<file path="config.mk">
export PLATFORM = sky130hd
export DESIGN_NAME = nxn_switch_allocator
export DESIGN_NICKNAME = d
export VERILOG_FILES = /design/src/rtl/nxn_switch_allocator.sv
export SDC_FILE = /design/constraint.sdc
export NUM_CORES = 1
export LEC_CHECK = 0
export CAP_MARGIN = 20
export CORE_UTILIZATION = 35
export CTS_BUF_LIST = sky130_fd_sc_hd__clkbuf_16
export DETAILED_ROUTE_END_ITERATION = 10
export MAX_ROUTING_LAYER = met4
export PLACE_DENSITY_LB_ADDON = 0.08
export SLEW_MARGIN = 20
export SYNTH_ARGS = -nofsm -noshare
export SYNTH_HDL_FRONTEND = slang
export SYNTH_SLANG_ARGS = --single-unit
export TNS_END_PERCENT = 20
</file>
<file path="constraint.sdc">
create_clock -name clk_i -period 9.5 [get_ports clk_i]
set_input_delay 1.425 -clock clk_i [delete_from_list [all_inputs] [get_ports clk_i]]
set_output_delay 1.425 -clock clk_i [all_outputs]
set_load 0.02 [all_outputs]
</file>
<file path="src/rtl/nxn_switch_allocator.sv">
// Per-output round-robin switch allocator with wormhole locking.
// Each output grants one unlocked requester per cycle and stays with it until that packet's tail flit.
//
// state  | meaning
// IDLE   | output free; round-robin among unlocked inputs requesting it
// LOCKED | output held by owner until its tail flit transfers
module nxn_switch_allocator #(
  parameter int IN_N  = 5,
  parameter int OUT_M = 5,
  localparam int SEL_W = (IN_N > 1) ? $clog2(IN_N) : 1,
  localparam int DST_W = (OUT_M > 1) ? $clog2(OUT_M) : 1
) (
  input  logic                   clk_i,
  input  logic                   rst_i,
  input  logic [IN_N-1:0]        valid_i,
  input  logic [IN_N*DST_W-1:0]  dst_i,
  input  logic [IN_N-1:0]        last_i,
  input  logic [OUT_M-1:0]       out_ready_i,
  output logic [IN_N-1:0]        grant_o,
  output logic [OUT_M-1:0]       out_valid_o,
  output logic [OUT_M*SEL_W-1:0] sel_o
);

  typedef enum logic {
    IDLE   = 1'b0,
    LOCKED = 1'b1
  } state_e;

  state_e           state_q [OUT_M];
  state_e           state_d [OUT_M];
  logic [SEL_W-1:0] owner_q [OUT_M];
  logic [SEL_W-1:0] owner_d [OUT_M];
  logic [SEL_W-1:0] rr_ptr_q [OUT_M];
  logic [SEL_W-1:0] rr_ptr_d [OUT_M];
  logic [IN_N-1:0]  in_locked_q;
  logic [IN_N-1:0]  in_locked_d;

  logic [IN_N-1:0]  cand [OUT_M];
  logic             found;
  logic [SEL_W-1:0] win;
  logic [SEL_W-1:0] own;
  int               idx;

  // An input already carrying a packet never competes for another output.
  always_comb begin
    for (int m = 0; m < OUT_M; m++) begin
      for (int i = 0; i < IN_N; i++) begin
        cand[m][i] = valid_i[i] && !in_locked_q[i] &&
                     (dst_i[i*DST_W +: DST_W] == DST_W'(m));
      end
    end
  end

  always_comb begin
    state_d     = state_q;
    owner_d     = owner_q;
    rr_ptr_d    = rr_ptr_q;
    in_locked_d = in_locked_q;
    grant_o     = '0;
    out_valid_o = '0;
    sel_o       = '0;
    found       = 1'b0;
    win         = '0;
    own         = '0;
    idx         = 0;

    for (int m = 0; m < OUT_M; m++) begin
      sel_o[m*SEL_W +: SEL_W] = owner_q[m];
      found = 1'b0;
      win   = '0;
      own   = owner_q[m];

      if (state_q[m] == IDLE) begin
        if (out_ready_i[m]) begin
          for (int k = 0; k < IN_N; k++) begin
            idx = (int'(rr_ptr_q[m]) + k) % IN_N;
            if (!found && cand[m][idx]) begin
              found = 1'b1;
              win   = SEL_W'(idx);
            end
          end
          if (found) begin
            grant_o[win]            = 1'b1;
            out_valid_o[m]          = 1'b1;
            sel_o[m*SEL_W +: SEL_W] = win;
            owner_d[m]              = win;
            rr_ptr_d[m]             = SEL_W'((int'(win) + 1) % IN_N);
            if (!last_i[win]) begin
              state_d[m]       = LOCKED;
              in_locked_d[win] = 1'b1;
            end
          end
        end
      end else begin
        if (valid_i[own] && out_ready_i[m]) begin
          grant_o[own]   = 1'b1;
          out_valid_o[m] = 1'b1;
          if (last_i[own]) begin
            state_d[m]       = IDLE;
            in_locked_d[own] = 1'b0;
          end
        end
      end
    end

    // Outputs stay quiet for the whole reset, not only after the flops clear.
    if (rst_i) begin
      grant_o     = '0;
      out_valid_o = '0;
      sel_o       = '0;
    end
  end

  always_ff @(posedge clk_i or posedge rst_i) begin
    if (rst_i) begin
      for (int m = 0; m < OUT_M; m++) begin
        state_q[m]  <= IDLE;
        owner_q[m]  <= '0;
        rr_ptr_q[m] <= '0;
      end
      in_locked_q <= '0;
    end else begin
      for (int m = 0; m < OUT_M; m++) begin
        state_q[m]  <= state_d[m];
        owner_q[m]  <= owner_d[m];
        rr_ptr_q[m] <= rr_ptr_d[m];
      end
      in_locked_q <= in_locked_d;
    end
  end

endmodule

</file>
==> impl_metrics.json <==
{
  "cts_buffers": 5,
  "post_cts_buffers": 0,
  "synth.distinct_cells": 107,
  "overflow": 0,
  "gr-usage-met1": 0.347,
  "core-area_sq_um": 31800,
  "grt_pass1_wl_um": 61600,
  "timing.critical_path.to_type": "primary output",
  "rsz0062_at_grt": "no",
  "synth_cells": 1566,
  "async_reset_ff_frac": 1.00,
  "layout_common_cells": "nand2_1 (126), nor2_1 (125), ha_1 (122)",
  "start_util": 0.359,
  "grtUsageTotal": 0.237,
  "final_cells": 2009,
  "grt_start_max_net_pins": 31,
  "finalHoldViolCount": 0,
  "yosysSeqAreaShare": 0.0876,
  "finClkSkew_ns": 0.00782,
  "synthFlopType": "dfrtp_1",
  "grtUsageMet3": 0.0237,
  "drive_above_1_share": 0.0706,
  "nets": 1730,
  "worst_pin_slew_ns": 1.07,
  "io_pins": 57,
  "rr_endpoint": "rr_ptr_q[7]",
  "num_rows": 65,
  "setup-violations-final": 0,
  "syn_area_per_cell_sq_um": 7.30,
  "met2_usage": 0.351,
  "min_period_over_period": 0.917,
  "slew_viol_final": 0,
  "status": "complete, no violations",
  "grt_pass1_vias": 11011,
  "hp-start": "state_q[1]",
  "yosys_warnings": 0,
  "cap_violations": 0,
  "setup_tns_ns": 0,
  "ys_seq_elements": 40,
  "viasPerCell": 5.93,
  "post_cts_hold_buffer_count": 0,
  "ff2ff_path_depth": 25,
  "criticalPathCategory": "register to primary output",
  "hold_ws_ns": 0.526,
  "fmax_ghz": 0.115,
  "relSlewSlack": 0.287,
  "crit_arrival_ns": 7.29,
  "cts_buffer_depth": 2,
  "reg2reg_slack_ns": 2.82,
  "die_w_um": 183,
  "dp_hpwl_um": 30300,
  "cts_htree_levels": 2,
  "vias": 11917,
  "critPathMaxFanout": 14,
  "drcViolationCount": 0,
  "synth_nets": 1724,
  "fp.dieH_um": 183,
  "clk_pin_slew_ns": 0.06,
  "final_antenna_net_count": 0,
  "crit_required_ns": 8.08,
  "layout_commonest_cell": "nand2_1",
  "antenna_found_initial": 0,
  "period_minus_slack_ns": 8.71,
  "place.gp.congestion": 0.972,
  "cts_tree": "yes",
  "cts.sinks": 40,
  "r2r-start": "rr_ptr_q[7]",
  "whs_path_depth": 1,
  "hp-class": "register to register",
  "area_delta_synth_final_pct": 9.90,
  "wl_per_cell_um": 19.3,
  "syn_area_sq_um": 11400,
  "dp.cells": 2000,
  "routed_wl_um": 38800,
  "cp-start-kind": "register",
  "clk_latency_ns": 0.30,
  "min_to": "state_q[1]",
  "clockRootBuffer": "clkbuf_16",
  "portBuffers": 56,
  "top_usage_layer": "met2",
  "cts_resized": 0,
  "firstDrtPassIters": 7,
  "drt_iter0_markers": 941,
  "die-area_sq_um": 33400,
  "synth-edff-count": 0
}
routing by layer:
layer,part of all wire,wire (um),vias to the layer above
met2,0.43,16600,346
li1,-,-,5851
met3,0.049,1890,45
met1,0.50,19500,5675
met5,0,0,-
met4,0.018,713,0
cell usage after synthesis (34+ instances only):
cell type / count / share of area
dfrtp_1: 40 / 0.088
and2_1: 41 / 0.022
ha_1: 122 / 0.13
inv_1: 89 / 0.029
nand3_1: 46 / 0.020
nand2_1: 126 / 0.041
nor2_1: 125 / 0.041
a21oi_1: 95 / 0.042
clkbuf_1: 53 / 0.017
o21ai_0: 75 / 0.033
nor3_1: 42 / 0.018
xnor2_1: 40 / 0.031
nand2b_1: 34 / 0.019
mux2i_1: 69 / 0.060
through the flow:
stage / instance area [sq um] / utilization / setup WS [ns]
finish: 12600 / 0.395 / 0.787
global route: 12600 / 0.395 / 0.272
CTS: 12500 / 0.395 / 0.864
detailed placement: 12300 / 0.388 / 1.23
global placement: 12300 / 0.388 / 1.21
floorplan: 11400 / - / 2.30
logic make-up after synthesis:
group,synth area share
DFF,0.0876
muxes,0.0927
and+or+nand+nor,0.284
xor gates and xnor gates,0.0430
adders and majority gates,0.141
AOI/OAI and AO/OA,0.288
buffers and inverters,0.0642
area by class of cell:
type / count / area (sq um)
Timing Repair Buffer: 74 / 696
Multi-Input combinational cell: 1344 / 9690
Inverter: 107 / 403
Tap cell: 435 / 544
Antenna cell: 1 / 2.50
Fill cell: 3328 / 19200
Sequential cell: 40 / 1000
Clock inverter: 3 / 90.1
Clock buffer: 5 / 125
sequential cells by signal, summed over array words and instances, names as in the netlist:
name and count:
own 3, rr_ptr_q 15, state_q 5, owner_q 12, in_locked_q 5
critical path, stage by stage, from the launching register on:
cell and delay (ns):
dfrtp_1 0.46, clkinv_1 0.52, ha_1 0.53, xnor2_1 0.33
inv_1 0.18, ha_1 0.25, or3b_2 0.44, o22ai_1 0.19
nor2_1 0.11, inv_1 0.09, ha_1 0.21, nand2b_1 0.09
o2111ai_1 0.11, o211ai_1 0.21, mux2i_1 0.34, mux2_2 0.40
a21o_1 0.19, o41ai_1 0.65, nor2_1 0.24, and2_1 0.29
a211oi_1 0.30, a41oi_1 0.24, clkdlybuf4s50_1 0.60
worst max-delay path by stage:
stage | endpoint | cells past startpoint | startpoint | slack (ns)
after floorplan | grant_o[3] | 24 | rr_ptr_q[9] | 2.30
after global placement | grant_o[3] | 21 | rr_ptr_q[7] | 1.21
after detailed placement | grant_o[3] | 22 | rr_ptr_q[7] | 1.23
after CTS | grant_o[3] | 21 | rr_ptr_q[7] | 0.86
after global routing | grant_o[3] | 22 | rr_ptr_q[7] | 0.27
final | grant_o[3] | 22 | rr_ptr_q[7] | 0.79
Power is not shown: default switching activity piles up to over one toggle a cycle in this logic, so the estimate is an artifact.
